--- config.mk ---
export PLATFORM = sky130hd
export DESIGN_NAME = fp_div_seq_flat
export DESIGN_NICKNAME = d
export VERILOG_FILES = /design/src/rtl/fp_pkg.sv /design/src/rtl/fp_div_seq_if.sv /design/src/rtl/fp_round.sv /design/src/rtl/fp_div_seq.sv /design/src/flat_wrapper.sv
export SDC_FILE = /design/constraint.sdc
export NUM_CORES = 1
export LEC_CHECK = 0
export CAP_MARGIN = 0
export CELL_PAD_IN_SITES_DETAIL_PLACEMENT = 0
export CELL_PAD_IN_SITES_GLOBAL_PLACEMENT = 1
export CORE_MARGIN = 1
export CORE_UTILIZATION = 45
export DETAILED_ROUTE_END_ITERATION = 8
export GPL_ROUTABILITY_DRIVEN = 0
export PLACE_DENSITY = 0.92
export REMOVE_ABC_BUFFERS = 1
export SKIP_CTS_REPAIR_TIMING = 1
export SLEW_MARGIN = 20
export SYNTH_ARGS = -nofsm -noshare
export SYNTH_HDL_FRONTEND = slang
export SYNTH_SLANG_ARGS = --single-unit
export TNS_END_PERCENT = 30
--- constraint.sdc ---
create_clock -name clk -period 6.7 [get_ports clk]
set_clock_uncertainty 0.05 [all_clocks]
set_input_delay 1.675 -clock clk [delete_from_list [all_inputs] [get_ports clk]]
set_output_delay 1.675 -clock clk [all_outputs]
set_load 0.05 [all_outputs]
--- src/rtl/fp_pkg.sv ---
// ---------------------------------------------------------------------------
// fp_pkg
// Shared definitions for the FP32 divider (and the multiplier that reuses
// fp_round): FSM state encoding, rounding-mode codes, FP32 field widths,
// special constants and the special-operand decode helpers.
// ---------------------------------------------------------------------------
package fp_pkg;

    localparam int EXP_W  = 8;
    localparam int FRAC_W = 23;
    localparam int MANT_W = FRAC_W + 1;   // fraction plus hidden bit

    localparam logic [31:0] QNAN = 32'h7FC0_0000;
    localparam logic [31:0] MAXF = 32'h7F7F_FFFF;

    localparam logic [2:0] RM_RNE = 3'b000;
    localparam logic [2:0] RM_RTZ = 3'b001;
    localparam logic [2:0] RM_RDN = 3'b010;
    localparam logic [2:0] RM_RUP = 3'b011;
    localparam logic [2:0] RM_RMM = 3'b100;

    typedef enum logic [2:0] {
        IDLE    = 3'd0,
        SPECIAL = 3'd1,
        DIV     = 3'd2,
        ROUND   = 3'd3,
        DONE    = 3'd4
    } state_t;

    // Any operand with a reserved exponent (zero/subnormal, Inf, NaN)
    // bypasses the iterative divider.
    function automatic logic is_special(input logic [31:0] x, input logic [31:0] y);
        return (x[30:23] == 8'h00) || (x[30:23] == 8'hFF) ||
               (y[30:23] == 8'h00) || (y[30:23] == 8'hFF);
    endfunction

    // Result for operand pairs accepted by is_special.
    function automatic logic [31:0] special_result(input logic [31:0] x, input logic [31:0] y);
        logic s, x_zero, y_zero, x_inf, y_inf, x_nan, y_nan;
        s      = x[31] ^ y[31];
        x_zero = (x[30:23] == 8'h00);
        y_zero = (y[30:23] == 8'h00);
        x_inf  = (x[30:23] == 8'hFF) && (x[22:0] == 23'd0);
        y_inf  = (y[30:23] == 8'hFF) && (y[22:0] == 23'd0);
        x_nan  = (x[30:23] == 8'hFF) && (x[22:0] != 23'd0);
        y_nan  = (y[30:23] == 8'hFF) && (y[22:0] != 23'd0);
        if (x_nan || y_nan || (x_zero && y_zero) || (x_inf && y_inf))
            return QNAN;
        else if (x_inf || y_zero)
            return {s, 8'hFF, 23'd0};
        else
            return {s, 31'd0};
    endfunction

endpackage

--- src/rtl/fp_div_seq_if.sv ---
// ---------------------------------------------------------------------------
// fp_div_seq_if
// Start/done handshake and operand/result bundle of the sequential divider.
//   start, fp_X, fp_Y, r_mode : request side (driven by master)
//   busy, done, fp_Z, ovrf, udrf : response side (driven by slave)
// ---------------------------------------------------------------------------
interface fp_div_seq_if;
    logic        start;
    logic [31:0] fp_X;
    logic [31:0] fp_Y;
    logic [2:0]  r_mode;
    logic        busy;
    logic        done;
    logic [31:0] fp_Z;
    logic        ovrf;
    logic        udrf;

    modport master (
        output start, fp_X, fp_Y, r_mode,
        input  busy, done, fp_Z, ovrf, udrf
    );

    modport slave (
        input  start, fp_X, fp_Y, r_mode,
        output busy, done, fp_Z, ovrf, udrf
    );
endinterface

--- src/rtl/fp_round.sv ---
// ---------------------------------------------------------------------------
// fp_round
// Combinational FP32 rounding / packing stage.
//   i_sign   : result sign
//   i_exp    : biased exponent, 10-bit signed (may be out of range)
//   i_mant   : normalised 24-bit mantissa (hidden bit in [23])
//   i_g/i_r  : guard and round bits below the mantissa LSB
//   i_sticky : OR of everything below the round bit
//   i_rmode  : rounding mode (unknown codes behave as RNE)
//   o_fp_z   : packed result; o_ovrf / o_udrf : range flags
// ---------------------------------------------------------------------------
module fp_round
    import fp_pkg::*;
(
    input  logic              i_sign,
    input  logic signed [9:0] i_exp,
    input  logic [23:0]       i_mant,
    input  logic              i_g,
    input  logic              i_r,
    input  logic              i_sticky,
    input  logic [2:0]        i_rmode,
    output logic [31:0]       o_fp_z,
    output logic              o_ovrf,
    output logic              o_udrf
);
    logic              w_inexact;
    logic              w_up;
    logic [24:0]       w_sum;
    logic signed [9:0] w_exp_f;
    logic [22:0]       w_frac_f;

    assign w_inexact = i_g | i_r | i_sticky;

    always_comb begin
        w_up = 1'b0;
        case (i_rmode)
            RM_RTZ:  w_up = 1'b0;
            RM_RDN:  w_up = i_sign & w_inexact;
            RM_RUP:  w_up = ~i_sign & w_inexact;
            RM_RMM:  w_up = i_g;
            default: w_up = i_g & (i_r | i_sticky | i_mant[0]);
        endcase
    end

    assign w_sum   = {1'b0, i_mant} + 25'(w_up);
    // Carry-out means the mantissa became 2.0: bump the exponent. The hidden
    // bit position then reads 0 and the fraction of 1.0 is all zeros.
    assign w_exp_f  = i_exp + $signed({9'd0, w_sum[24]});
    assign w_frac_f = w_sum[23] ? w_sum[22:0] : 23'd0;

    always_comb begin
        o_fp_z = {i_sign, w_exp_f[7:0], w_frac_f};
        o_ovrf = 1'b0;
        o_udrf = 1'b0;
        if (w_exp_f >= 10'sd255) begin
            o_ovrf = 1'b1;
            case (i_rmode)
                RM_RTZ:  o_fp_z = {i_sign, MAXF[30:0]};
                RM_RDN:  o_fp_z = i_sign ? {1'b1, 8'hFF, 23'd0} : MAXF;
                RM_RUP:  o_fp_z = i_sign ? {1'b1, MAXF[30:0]} : {1'b0, 8'hFF, 23'd0};
                default: o_fp_z = {i_sign, 8'hFF, 23'd0};
            endcase
        end else if (w_exp_f <= 10'sd0) begin
            o_udrf = 1'b1;
            o_fp_z = {i_sign, 31'd0};
        end
    end
endmodule

--- src/rtl/fp_div_seq.sv ---
// ---------------------------------------------------------------------------
// fp_div_seq
// Sequential FP32 divider fp_Z = fp_X / fp_Y, radix-2 restoring, one
// quotient bit per cycle (26 iterations: 24 mantissa bits + guard + round).
//   clk  : rising-edge clock
//   rst  : synchronous active-high reset
//   bus  : fp_div_seq_if.slave (start/fp_X/fp_Y/r_mode in,
//          busy/done/fp_Z/ovrf/udrf out)
// Special operand pairs take IDLE->SPECIAL->DONE (done 2 cycles after
// acceptance); normal pairs take IDLE->DIV(x26)->ROUND->DONE (28 cycles).
// ---------------------------------------------------------------------------
module fp_div_seq
    import fp_pkg::*;
(
    input  logic         clk,
    input  logic         rst,
    fp_div_seq_if.slave  bus
);
    state_t            r_state;
    state_t            w_state_next;

    logic [31:0]       r_x;
    logic [31:0]       r_y;
    logic [2:0]        r_rmode;
    logic              r_sign;
    logic signed [9:0] r_exp;
    logic [23:0]       r_div;
    logic [24:0]       r_rem;
    logic [25:0]       r_quo;
    logic [4:0]        r_cnt;
    logic [31:0]       r_fp_z;
    logic              r_ovrf;
    logic              r_udrf;

    logic              w_start_ok;
    logic [23:0]       w_mx;
    logic [23:0]       w_my;
    logic signed [9:0] w_exp0;
    logic              w_x_lt_y;
    logic              w_ge;
    logic [24:0]       w_rem_sub;
    logic [31:0]       w_round_z;
    logic              w_round_ovrf;
    logic              w_round_udrf;

    assign w_start_ok = (r_state == IDLE) && bus.start;

    // Operand setup at acceptance
    assign w_mx     = {1'b1, bus.fp_X[22:0]};
    assign w_my     = {1'b1, bus.fp_Y[22:0]};
    assign w_exp0   = $signed({2'b00, bus.fp_X[30:23]}) - $signed({2'b00, bus.fp_Y[30:23]}) + 10'sd127;
    assign w_x_lt_y = (w_mx < w_my);

    // One restoring step: the remainder always stays below the divisor after
    // the subtract, so the left shift fits back into 25 bits.
    assign w_ge      = (r_rem >= {1'b0, r_div});
    assign w_rem_sub = w_ge ? (r_rem - {1'b0, r_div}) : r_rem;

    fp_round u_round (
        .i_sign   (r_sign),
        .i_exp    (r_exp),
        .i_mant   (r_quo[25:2]),
        .i_g      (r_quo[1]),
        .i_r      (r_quo[0]),
        .i_sticky (|r_rem),
        .i_rmode  (r_rmode),
        .o_fp_z   (w_round_z),
        .o_ovrf   (w_round_ovrf),
        .o_udrf   (w_round_udrf)
    );

    // FSM: state register
    always_ff @(posedge clk) begin
        if (rst) r_state <= IDLE;
        else     r_state <= w_state_next;
    end

    // FSM: next state
    always_comb begin
        w_state_next = r_state;
        case (r_state)
            IDLE:    if (bus.start)
                         w_state_next = is_special(bus.fp_X, bus.fp_Y) ? SPECIAL : DIV;
            SPECIAL: w_state_next = DONE;
            DIV:     if (r_cnt == 5'd25) w_state_next = ROUND;
            ROUND:   w_state_next = DONE;
            DONE:    w_state_next = IDLE;
            default: w_state_next = IDLE;
        endcase
    end

    // FSM: outputs
    always_comb begin
        bus.busy = (r_state == SPECIAL) || (r_state == DIV) || (r_state == ROUND);
        bus.done = (r_state == DONE);
        bus.fp_Z = r_fp_z;
        bus.ovrf = r_ovrf;
        bus.udrf = r_udrf;
    end

    // Datapath
    always_ff @(posedge clk) begin
        if (rst) begin
            r_x     <= '0;
            r_y     <= '0;
            r_rmode <= '0;
            r_sign  <= 1'b0;
            r_exp   <= '0;
            r_div   <= '0;
            r_rem   <= '0;
            r_quo   <= '0;
            r_cnt   <= '0;
            r_fp_z  <= '0;
            r_ovrf  <= 1'b0;
            r_udrf  <= 1'b0;
        end else begin
            case (r_state)
                IDLE: begin
                    r_cnt <= '0;
                    if (w_start_ok) begin
                        r_x     <= bus.fp_X;
                        r_y     <= bus.fp_Y;
                        r_rmode <= bus.r_mode;
                        r_sign  <= bus.fp_X[31] ^ bus.fp_Y[31];
                        r_div   <= w_my;
                        r_quo   <= '0;
                        // Pre-normalise so the quotient lands in [1,2)
                        if (w_x_lt_y) begin
                            r_rem <= {w_mx, 1'b0};
                            r_exp <= w_exp0 - 10'sd1;
                        end else begin
                            r_rem <= {1'b0, w_mx};
                            r_exp <= w_exp0;
                        end
                    end
                end
                DIV: begin
                    r_quo <= {r_quo[24:0], w_ge};
                    r_rem <= w_rem_sub << 1;
                    r_cnt <= r_cnt + 5'd1;
                end
                SPECIAL: begin
                    r_fp_z <= special_result(r_x, r_y);
                    r_ovrf <= 1'b0;
                    r_udrf <= 1'b0;
                end
                ROUND: begin
                    r_fp_z <= w_round_z;
                    r_ovrf <= w_round_ovrf;
                    r_udrf <= w_round_udrf;
                end
                default: r_cnt <= '0;
            endcase
        end
    end
endmodule

--- src/flat_wrapper.sv ---
// flat-port wrapper written by rule: the top's interface ports become plain ports
module fp_div_seq_flat import fp_pkg::*;
  (clk, rst, bus_start, bus_fp_X, bus_fp_Y, bus_r_mode, bus_busy, bus_done, bus_fp_Z, bus_ovrf, bus_udrf);
  fp_div_seq_if bus_i ();
  input  logic clk;
  input  logic rst;
  input wire logic [$bits(bus_i.start)-1:0] bus_start;
  input wire logic [$bits(bus_i.fp_X)-1:0] bus_fp_X;
  input wire logic [$bits(bus_i.fp_Y)-1:0] bus_fp_Y;
  input wire logic [$bits(bus_i.r_mode)-1:0] bus_r_mode;
  output wire logic [$bits(bus_i.busy)-1:0] bus_busy;
  output wire logic [$bits(bus_i.done)-1:0] bus_done;
  output wire logic [$bits(bus_i.fp_Z)-1:0] bus_fp_Z;
  output wire logic [$bits(bus_i.ovrf)-1:0] bus_ovrf;
  output wire logic [$bits(bus_i.udrf)-1:0] bus_udrf;
  assign bus_i.start = bus_start;
  assign bus_i.fp_X = bus_fp_X;
  assign bus_i.fp_Y = bus_fp_Y;
  assign bus_i.r_mode = bus_r_mode;
  assign bus_busy = bus_i.busy;
  assign bus_done = bus_i.done;
  assign bus_fp_Z = bus_i.fp_Z;
  assign bus_ovrf = bus_i.ovrf;
  assign bus_udrf = bus_i.udrf;
  fp_div_seq u_core (.clk(clk), .rst(rst), .bus(bus_i));
endmodule
==> results.py, run 1 <==
metrics = {
    "outcome": {
        "run_status": "finished, final reports clean",
    },
    "cts": {
        "cts_tree": "done",
        "cts_inserted_buffers": 17,
        "insertion_delay_ns": 0.44,
        "path_clk_slew_ns": 0.07,
        "h-tree-depth": 4,
        "numClockSinks": 172,
        "cts.path.max_buffers": 2,
        "clockRootBuffer": "clkbuf_16",
    },
    "worst_setup_path": {
        "cp-start-kind": "flop",
        "required_ns": 6.98,
        "worstSetupEndpointType": "flop",
        "cp_max_fo": 23,
        "crit_top_cell": "ha_1",
        "crit_arrival_ns": 5.77,
        "worst_path_max_delay_cell": "nand2b_1",
        "max_stage_delay_ns": 0.56,
        "critPathKind": "reg -> reg",
        "crit_chain": "and3b_1 > ha_1 > nand3b_1 > nor2_1 > nor2_1 > a21oi_1 > ha_1 > ha_1 > and3_1 > nand4_1 > or2_2 > nor2_1 > and3_1 > ha_1 > ha_1 > nand2_1 > o41ai_1 > a41o_1 > nand2b_1 > o21ai_0 > a22o_1",
    },
    "global_routing": {
        "grt_max_degree": 61,
        "grt-ovfl-total": 0,
        "grt_use_total_pct": 23.2,
        "antenna_found_initial": 0,
        "grt_pass1_vias": 8867,
        "grt_pass1_wl_mm": 45.1,
    },
    "place": {
        "postPlaceCellArea_um2": 11700,
        "numPortBuffers": 105,
        "place_inst": 1666,
        "dp_hpwl_mm": 19.9,
    },
    "die": {
        "die_height_um": 154,
        "io_pins": 106,
        "die_w_um": 154,
        "start_util_pct": 46.0,
        "die_area_um2": 23900,
        "placementRows": 55,
        "coreArea_um2": 22700,
    },
    "cells_and_area": {
        "n_antenna_cell": 0,
        "postLayoutCoreUtil_pct": 53.9,
        "fillers": 2150,
        "fin_area_um2": 12200,
        "nets": 1535,
        "drive_above_1_share_pct": 4.88,
        "multiInputGateArea_um2": 6410,
        "area.sequential_um2": 3440,
        "areaGrowthSynthToFinish_pct": 17.1,
        "instances_no_fill": 1698,
    },
    "pwr": {
        "powerDensity_nw_per_um2": 259,
        "power_frac_seq_pct": 36.3,
        "switching_power_mw": 1.13,
        "swShare_pct": 35.7,
        "internal_power_mw": 2.04,
        "pwr-share-clk_pct": 31.9,
        "ir_worst_vdd_mv": 0.178,
        "combPwrFrac_pct": 31.8,
        "leakage_nw": 4.72,
    },
    "synth": {
        "synth_edf_count": 0,
        "post_synth_instance_area_um2": 10500,
        "synth_seq_cells": 172,
        "syn-instance-count": 1337,
        "post_synth_num_cell_types": 75,
        "synth-seq-area-share_pct": 32.9,
        "synth_top_flop_cell": "dfxtp_1",
        "yosysWarnings": 0,
        "async_flop_share_pct": 0,
        "synth.avg_cell_area_um2": 7.82,
    },
    "timing": {
        "maxSlewViolCount": 0,
        "hold_slack_ns": 0.408,
        "worst_pin_slew_ns": 1.13,
        "max_freq_ghz": 0.182,
        "slew_headroom_pct": 24.3,
        "rsz0062_at_grt": "false",
        "setup_tns_ns": 0,
        "post-route-period-util_pct": 81.8,
        "finalHoldViolations": 0,
        "layout_min_cycle_time_ns": 5.48,
        "setup_viol": 0,
    },
    "route": {
        "wl_per_cell_um": 16.0,
        "vias_per_cell": 5.67,
        "drt-initial-drc-count": 623,
        "vias": 9634,
        "final_antenna_net_count": 0,
        "drc": 0,
        "dr.pass1.iters": 5,
        "totalWireLength_mm": 27.1,
    },
    "worst_hold_path": {
        "hold_class": "reg -> reg",
    },
    "flow_run": {
        "drv_cap": 0,
    },
}
==> worst max-delay path, delay by kind of cell (launching register included) <==
kind            cells  cell delay, ns
compound gates      5            1.38
fa+ha+maj           5            1.14
flops               1            0.42
simple gates       11            2.41
==> routing by layer <==
| layer | global-route usage (%) | up-vias | share of wire (%) | routed length, um |
|---|---|---|---|---|
| met3 | 3.08 | 33 | 4.2 | 1140 |
| met5 | 0 | - | 0 | 0 |
| li1 | - | 4907 | - | - |
| met4 | 6.93 | 0 | 1.7 | 474 |
| met1 | 33.3 | 4486 | 50 | 13700 |
| met2 | 36.0 | 208 | 44 | 11800 |
==> cell usage in the layout (no fill, tap or decap), drive strengths merged, types with 12 or more instances in the layout <==
master / instances
nand2: 212
dfxtp: 172
a21oi: 124
clkdlybuf4s50: 104
nor2: 94
inv: 85
o21ai: 73
ha: 63
a211oi: 49
a22o: 45
xnor2: 34
mux2i: 32
nor4: 29
nand3: 29
nor3: 28
xor2: 24
nand4: 23
clkbuf: 18
buf: 15
o211ai: 13
nand2b: 12
==> cells in the mapped netlist, drive strengths merged (13+ instances only) <==
master | n | area share, %
a21oi | 124 | 6.0
nor4 | 29 | 1.7
nor3 | 28 | 1.3
o21ai | 73 | 3.5
a22o | 45 | 3.8
nand2 | 212 | 7.6
a211oi | 49 | 3.7
inv | 77 | 2.8
nand3 | 29 | 1.4
nand4 | 23 | 1.4
o211ai | 13 | 0.93
ha | 63 | 7.5
nor2 | 94 | 3.4
xor2 | 24 | 2.0
mux2i | 32 | 3.1
clkbuf | 63 | 2.3
xnor2 | 34 | 2.8
dfxtp | 172 | 33
==> through the flow <==
step / power, mW / setup WS, ns
6_report: 3.17 / 1.22
3_3_place_gp: 2.15 / 1.35
2_1_floorplan: 1.89 / -2.74
4_1_cts: 3.17 / 1.22
3_5_place_dp: 2.16 / 1.28
5_1_grt: 3.35 / 0.684
==> logic make-up after synthesis <==
kind of cell               after synthesis  synth area share [%]
AOI/OAI and AO/OA                      376                  23.9
buffers and inverters                  152                  5.90
DFF                                    172                  32.9
muxes                                   32                  3.06
and+or+nand+nor                        481                  21.3
adders and majority gates               65                  7.92
xor gates and xnor gates                59                  5.07
==> flip-flops by register name, indices dropped and copies added (netlist names), 3 cells and up <==
| register | count |
|---|---|
| u_core.bus.fp_Z | 32 |
| u_core.r_state | 3 |
| u_core.r_cnt | 5 |
| u_core.r_x | 32 |
| u_core.r_rmode | 3 |
| u_core.r_rem | 25 |
| u_core.r_quo | 26 |
| u_core.r_div | 24 |
| u_core.r_exp | 10 |
| u_core.r_y | 9 |
==> final cells by class <==
type                    instances  share of cell area (%)
clock buffers                  18                    3.50
clock inverters                14                    1.38
inverters                      77                    2.36
multi-input cells            1013                    52.3
flip-flops and latches        172                    28.1
well taps                     285                    2.91
repair buffers                119                    9.42
==> path summary, 6_finish.rpt <==
check | from | endpoint | slack [ns] | cells after the start
setup / recovery | u_core.r_rmode[2] | u_core.bus.fp_Z[21] | 1.22 | 21
hold / removal | u_core.r_x[2] | u_core.r_x[2] | 0.41 | 2
setup reg to reg | u_core.r_rmode[2] | u_core.bus.fp_Z[21] | 1.22 | 21
hold reg to reg | u_core.r_x[2] | u_core.r_x[2] | 0.41 | 2
==> power by group through the flow <==
stage               logic (mW)  clock network, mW  registers (mW)
floorplan                0.737                  0            1.15
global placement         0.982                  0            1.17
detailed placement       0.988                  0            1.17
CTS                      0.999               1.02            1.15
global route              1.12               1.07            1.16
finish                    1.01               1.01            1.15
No activity file was read; power rests on OpenSTA's default activity.
==> run 2: changes to the inputs <==
--- a/config.mk
+++ b/config.mk
@@ -9,10 +9,10 @@
 export CELL_PAD_IN_SITES_DETAIL_PLACEMENT = 0
 export CELL_PAD_IN_SITES_GLOBAL_PLACEMENT = 1
 export CORE_MARGIN = 1
-export CORE_UTILIZATION = 45
+export CORE_UTILIZATION = 43
 export DETAILED_ROUTE_END_ITERATION = 8
 export GPL_ROUTABILITY_DRIVEN = 0
-export PLACE_DENSITY = 0.92
+export PLACE_DENSITY = 0.89
 export REMOVE_ABC_BUFFERS = 1
 export SKIP_CTS_REPAIR_TIMING = 1
 export SLEW_MARGIN = 20
==> constraint.sdc (replaced) <==
create_clock -name clk -period 5.75 [get_ports clk]
set_clock_uncertainty 0.05 [all_clocks]
set_input_delay 1.4375 -clock clk [delete_from_list [all_inputs] [get_ports clk]]
set_output_delay 1.4375 -clock clk [all_outputs]
set_load 0.05 [all_outputs]
==> run 2 against run 1 <==
Routed wire length fell by 0.35%. Critical endpoint is now u_core.bus.fp_Z[22]. Core utilization down 1.9 points. Clock power rose by 19%. Cell count grew 1.9%. Highest routed layer unchanged. Setup slack got worse by 0.55 ns. Via count is 1.1% lower. Register-to-register slack lost 0.55 ns. Combinational power rose by 15%.
==> results.py, run 2 (same netlist as run 1, synthesis figures left out) <==
metrics = {
    "place": {
        "place_inst": 1699,
        "preCtsSetupSlack_ns": 0.503,
        "numPortBuffers": 105,
        "postPlaceCellArea_um2": 11700,
        "dp_hpwl_mm": 19.8,
    },
    "cells_and_area": {
        "instances_no_fill": 1731,
        "n_antenna_cell": 0,
        "drive_above_1_share_pct": 4.96,
        "fin_area_um2": 12300,
        "layout_common_cells": "211 x nand2_1, 172 x dfxtp_1, 123 x a21oi_1",
        "fillers": 2342,
        "layout_commonest_cell": "nand2_1",
        "areaGrowthSynthToFinish_pct": 17.8,
        "area.sequential_um2": 3440,
        "multiInputGateArea_um2": 6410,
        "nets": 1534,
    },
    "timing": {
        "worst_pin_slew_ns": 1.00,
        "max_freq_ghz": 0.197,
        "setup_ws_ns": 0.671,
        "finalHoldViolations": 0,
        "setup_viol": 0,
        "maxSlewViolCount": 0,
        "layout_min_cycle_time_ns": 5.08,
        "post-route-period-util_pct": 88.3,
        "slew_headroom_pct": 33.2,
        "hold_slack_ns": 0.408,
        "rsz0062_at_grt": "false",
    },
    "global_routing": {
        "grt_max_degree": 74,
        "antenna_found_initial": 0,
        "grt_pass1_wl_mm": 45.1,
        "grt_use_total_pct": 22.6,
        "grt-ovfl-total": 0,
        "grt_pass1_vias": 8942,
    },
    "die": {
        "coreArea_um2": 23700,
        "die_area_um2": 24900,
        "io_pins": 106,
        "placementRows": 56,
        "start_util_pct": 44.2,
        "die_height_um": 158,
        "die_w_um": 158,
    },
    "cts": {
        "cts.path.max_buffers": 2,
        "clockRootBuffer": "clkbuf_16",
        "cts_tree": "done",
        "path_clk_slew_ns": 0.07,
        "h-tree-depth": 4,
        "numClockSinks": 172,
        "insertion_delay_ns": 0.45,
        "cts_inserted_buffers": 17,
    },
    "route": {
        "final_antenna_net_count": 0,
        "totalWireLength_mm": 27.0,
        "dr.pass1.iters": 5,
        "drc": 0,
        "vias_per_cell": 5.50,
        "wl_per_cell_um": 15.6,
        "vias": 9527,
        "drt-initial-drc-count": 611,
    },
    "worst_setup_path": {
        "crit_buf_inv": 0,
        "worstSetupEndpointType": "flop",
        "crit_arrival_ns": 5.32,
        "required_ns": 5.99,
        "cp_max_fo": 23,
        "cp_top_family": "simple AND/OR/NAND/NOR gates",
        "worst_path_max_delay_cell": "o41ai_1",
        "critPathKind": "reg -> reg",
        "crit_chain": "and3b_1 > ha_1 > nand3b_1 > nor2_1 > nor2_1 > a21oi_1 > ha_1 > ha_1 > and3_1 > nand4_1 > or2_2 > nor2_1 > and3_1 > ha_1 > ha_1 > nand2_1 > o41ai_1 > a41o_1 > nand2b_2 > o221ai_1 > nand3_1 > a21oi_1",
        "crit_top_cell": "ha_1",
        "cp-start-kind": "flop",
        "max_stage_delay_ns": 0.43,
    },
    "outcome": {
        "run_status": "finished, final reports clean",
    },
    "pwr": {
        "power_mw": 3.70,
        "leakage_nw": 4.73,
        "ir_worst_vdd_mv": 0.188,
        "powerDensity_nw_per_um2": 301,
    },
    "flow_run": {
        "drv_cap": 0,
    },
    "worst_hold_path": {
        "hold_class": "reg -> reg",
    },
}
[run 2: path summary, 6_finish.rpt]
check	from	cells after the start	endpoint	slack, ns
worst min register to register	u_core.r_x[22]	2	u_core.r_x[22]	0.41
worst min-delay path	u_core.r_x[22]	2	u_core.r_x[22]	0.41
worst max-delay path	u_core.r_rmode[2]	22	u_core.bus.fp_Z[22]	0.67
worst max register to register	u_core.r_rmode[2]	22	u_core.bus.fp_Z[22]	0.67
[run 2: cell type report]
type / count / area share (%)
clock buffers: 17 / 3.45
repair buffers: 118 / 9.30
flip-flops and latches: 172 / 27.9
multi-input cells: 1013 / 52.1
well taps: 319 / 3.24
clock inverters: 15 / 1.65
inverters: 77 / 2.35
[run 2: routing by layer]
metal / global-route usage (%) / part of all wire (%) / vias to the layer above
li1: - / - / 4901
met1: 32.3 / 50 / 4390
met2: 35.2 / 44 / 210
met3: 3.26 / 4.4 / 26
met4: 6.41 / 1.3 / 0
met5: 0 / 0 / -
[run 2: through the flow]
stage | utilization (%) | setup TNS, ns
global route | 52.0 | 0
floorplan | - | -212.56
CTS | 52.0 | 0
detailed placement | 49.4 | 0
finish | 52.0 | 0
global placement | 49.4 | 0
[run 2: tightest hold or removal path: cells and delay by family, from the launching register on]
family           cells  cell delay (ns)
flip-flops           1             0.31
AO/OA/AOI/OAI        1             0.05
AND/OR/NAND/NOR      1             0.05
[run 2: report_power, final]
group | internal [mW] | total (mW) | switching [mW] | leakage [nW]
clock network | 0.630 | 1.20 | 0.572 | 0.297
logic | 0.490 | 1.16 | 0.673 | 3.03
registers | 1.26 | 1.34 | 0.0757 | 1.40
==> run 3: changes to the inputs <==
--- a/config.mk
+++ b/config.mk
@@ -8,6 +8,7 @@
 export CAP_MARGIN = 0
 export CELL_PAD_IN_SITES_DETAIL_PLACEMENT = 0
 export CELL_PAD_IN_SITES_GLOBAL_PLACEMENT = 1
+export CORE_ASPECT_RATIO = 0.8
 export CORE_MARGIN = 1
 export CORE_UTILIZATION = 43
 export DETAILED_ROUTE_END_ITERATION = 8
==> constraint.sdc (replaced) <==
create_clock -name clk -period 4.9 [get_ports clk]
set_clock_uncertainty 0.05 [all_clocks]
set_input_delay 1.225 -clock clk [delete_from_list [all_inputs] [get_ports clk]]
set_output_delay 1.225 -clock clk [all_outputs]
set_load 0.05 [all_outputs]
==> run 3 against run 2 <==
Core utilization rose by 0.99 points. Routed wire length up 5.6%. Non-clock buffer count is 12 higher. Flip-flop and latch count stayed put. Sequential share of layout area is 0.48 points lower. Die area about the same. Via count is 3.0% higher. Largest cell class unchanged. Largest power group unchanged.
==> results.py, run 3 (same netlist as run 1, synthesis figures left out) <==
metrics = {
    "route": {
        "final_antenna_net_count": 0,
        "wl_per_cell_um": 16.4,
        "drt-initial-drc-count": 785,
        "dr.pass1.iters": 5,
        "drc": 0,
        "totalWireLength_mm": 28.5,
        "vias": 9816,
        "vias_per_cell": 5.65,
    },
    "timing": {
        "layout_min_cycle_time_ns": 4.66,
        "post-route-period-util_pct": 95.0,
        "hold_slack_ns": 0.410,
        "maxSlewViolCount": 0,
        "slew_headroom_pct": 39.0,
        "worst_pin_slew_ns": 0.907,
        "finalHoldViolations": 0,
        "setup_tns_ns": 0,
        "max_freq_ghz": 0.215,
        "setup_viol": 0,
    },
    "place": {
        "postPlaceCellArea_um2": 11700,
        "numPortBuffers": 105,
        "dp_hpwl_mm": 20.8,
        "place_inst": 1699,
    },
    "worst_setup_path": {
        "r2r_cells": 22,
        "cp_max_fo": 11,
        "required_ns": 5.19,
        "rrSetupSlack_ns": 0.24,
        "worstSetupEndpointType": "flop",
        "critPathKind": "reg -> reg",
        "timing.rr.end": "u_core.bus.fp_Z[21]",
        "startpoint": "u_core.r_rmode[1]",
        "cp-start-kind": "flop",
        "r2r-start": "u_core.r_rmode[1]",
        "crit_path_end": "u_core.bus.fp_Z[21]",
        "crit_arrival_ns": 4.95,
    },
    "flow_run": {
        "drv_cap": 0,
    },
    "cells_and_area": {
        "fin_area_um2": 12500,
        "fillers": 2256,
        "instances_no_fill": 1736,
        "areaGrowthSynthToFinish_pct": 19.9,
        "drive_above_1_share_pct": 6.81,
        "area.sequential_um2": 3440,
        "layout_commonest_cell": "nand2_1",
        "multiInputGateArea_um2": 6510,
        "n_antenna_cell": 0,
        "nets": 1546,
        "layout_common_cells": "211 x nand2_1, 172 x dfxtp_1, 123 x a21oi_1",
    },
    "pwr": {
        "powerDensity_nw_per_um2": 351,
        "ir_worst_vdd_mv": 0.270,
        "power_mw": 4.40,
        "leakage_nw": 4.83,
    },
    "worst_hold_path": {
        "hold_class": "reg -> reg",
    },
    "outcome": {
        "run_status": "finished, final reports clean",
    },
    "global_routing": {
        "grt_most_used_layer": "met1",
        "grt_use_met1_pct": 35.2,
        "antenna_found_initial": 0,
        "grt_use_total_pct": 23.1,
        "grt_pass1_vias": 8919,
        "use_met2_pct": 33.2,
        "grt_pass1_wl_mm": 46.4,
        "grt_max_degree": 80,
        "gr-usage-met3_pct": 4.07,
        "grt-ovfl-total": 0,
    },
    "cts": {
        "cts_tree": "done",
        "numClockSinks": 172,
        "cts_inserted_buffers": 17,
        "clockRootBuffer": "clkbuf_16",
        "insertion_delay_ns": 0.45,
        "cts.path.max_buffers": 2,
        "path_clk_slew_ns": 0.08,
        "h-tree-depth": 4,
    },
    "die": {
        "placementRows": 50,
        "io_pins": 106,
        "die_area_um2": 25000,
        "die_w_um": 176,
        "coreArea_um2": 23600,
        "die_height_um": 141,
        "start_util_pct": 44.2,
    },
}
-- run 3: layer usage --
metal | part of all wire [%] | vias to the layer above
li1 | - | 4936
met1 | 53 | 4595
met2 | 40 | 260
met3 | 5.7 | 25
met4 | 0.97 | 0
met5 | 0 | -
-- run 3: worst max-delay path, cell delays in order (launching register included) --
cell and delay [ns]:
dfxtp_1 0.35, and3b_1 0.21, ha_1 0.29, nand3b_1 0.10, nor2_1 0.10, nor2_1 0.04
a21oi_1 0.13, ha_2 0.20, ha_2 0.18, and3_4 0.20, nand4_1 0.15, or2_2 0.35
nor2_2 0.14, and3_4 0.22, ha_2 0.21, ha_2 0.23, nand2_1 0.13, o41ai_2 0.29
a41o_1 0.31, nand2b_4 0.19, buf_6 0.14, o21ai_0 0.09, a22o_1 0.24
-- run 3: layout make-up --
class | count | area share, %
repair buffers | 130 | 10.1
well taps | 312 | 3.11
multi-input cells | 1013 | 51.9
clock inverters | 15 | 1.69
inverters | 77 | 2.31
clock buffers | 17 | 3.39
flip-flops and latches | 172 | 27.5
-- run 3: worst min-delay path by stage --
stage / endpoint / start / cells after the start / slack [ns]
global route: u_core.r_x[5] / u_core.r_x[5] / 2 / 0.43
finish: u_core.r_x[21] / u_core.r_x[21] / 2 / 0.41
detailed placement: u_core.r_x[16] / u_core.r_x[16] / 2 / 0.40
CTS: u_core.r_x[16] / u_core.r_x[16] / 2 / 0.41
floorplan: u_core.r_div[23] / u_core.r_div[23] / 2 / 0.38
global placement: u_core.r_x[8] / u_core.r_x[8] / 2 / 0.39
-- run 3: power breakdown --
part	switching (mW)	internal [mW]	total, mW
clock	0.716	0.707	1.42
combinational	0.812	0.590	1.40
sequential	0.0962	1.48	1.58
-- run 3: per-stage QoR --
| stage | setup slack (ns) | utilization (%) |
|---|---|---|
| after floorplan | -4.09 | - |
| after global placement | 0.241 | 49.7 |
| after detailed placement | 0.0532 | 49.7 |
| after CTS | 0.0220 | 52.4 |
| after global routing | -0.0215 | 53.0 |
| final | 0.244 | 53.0 |
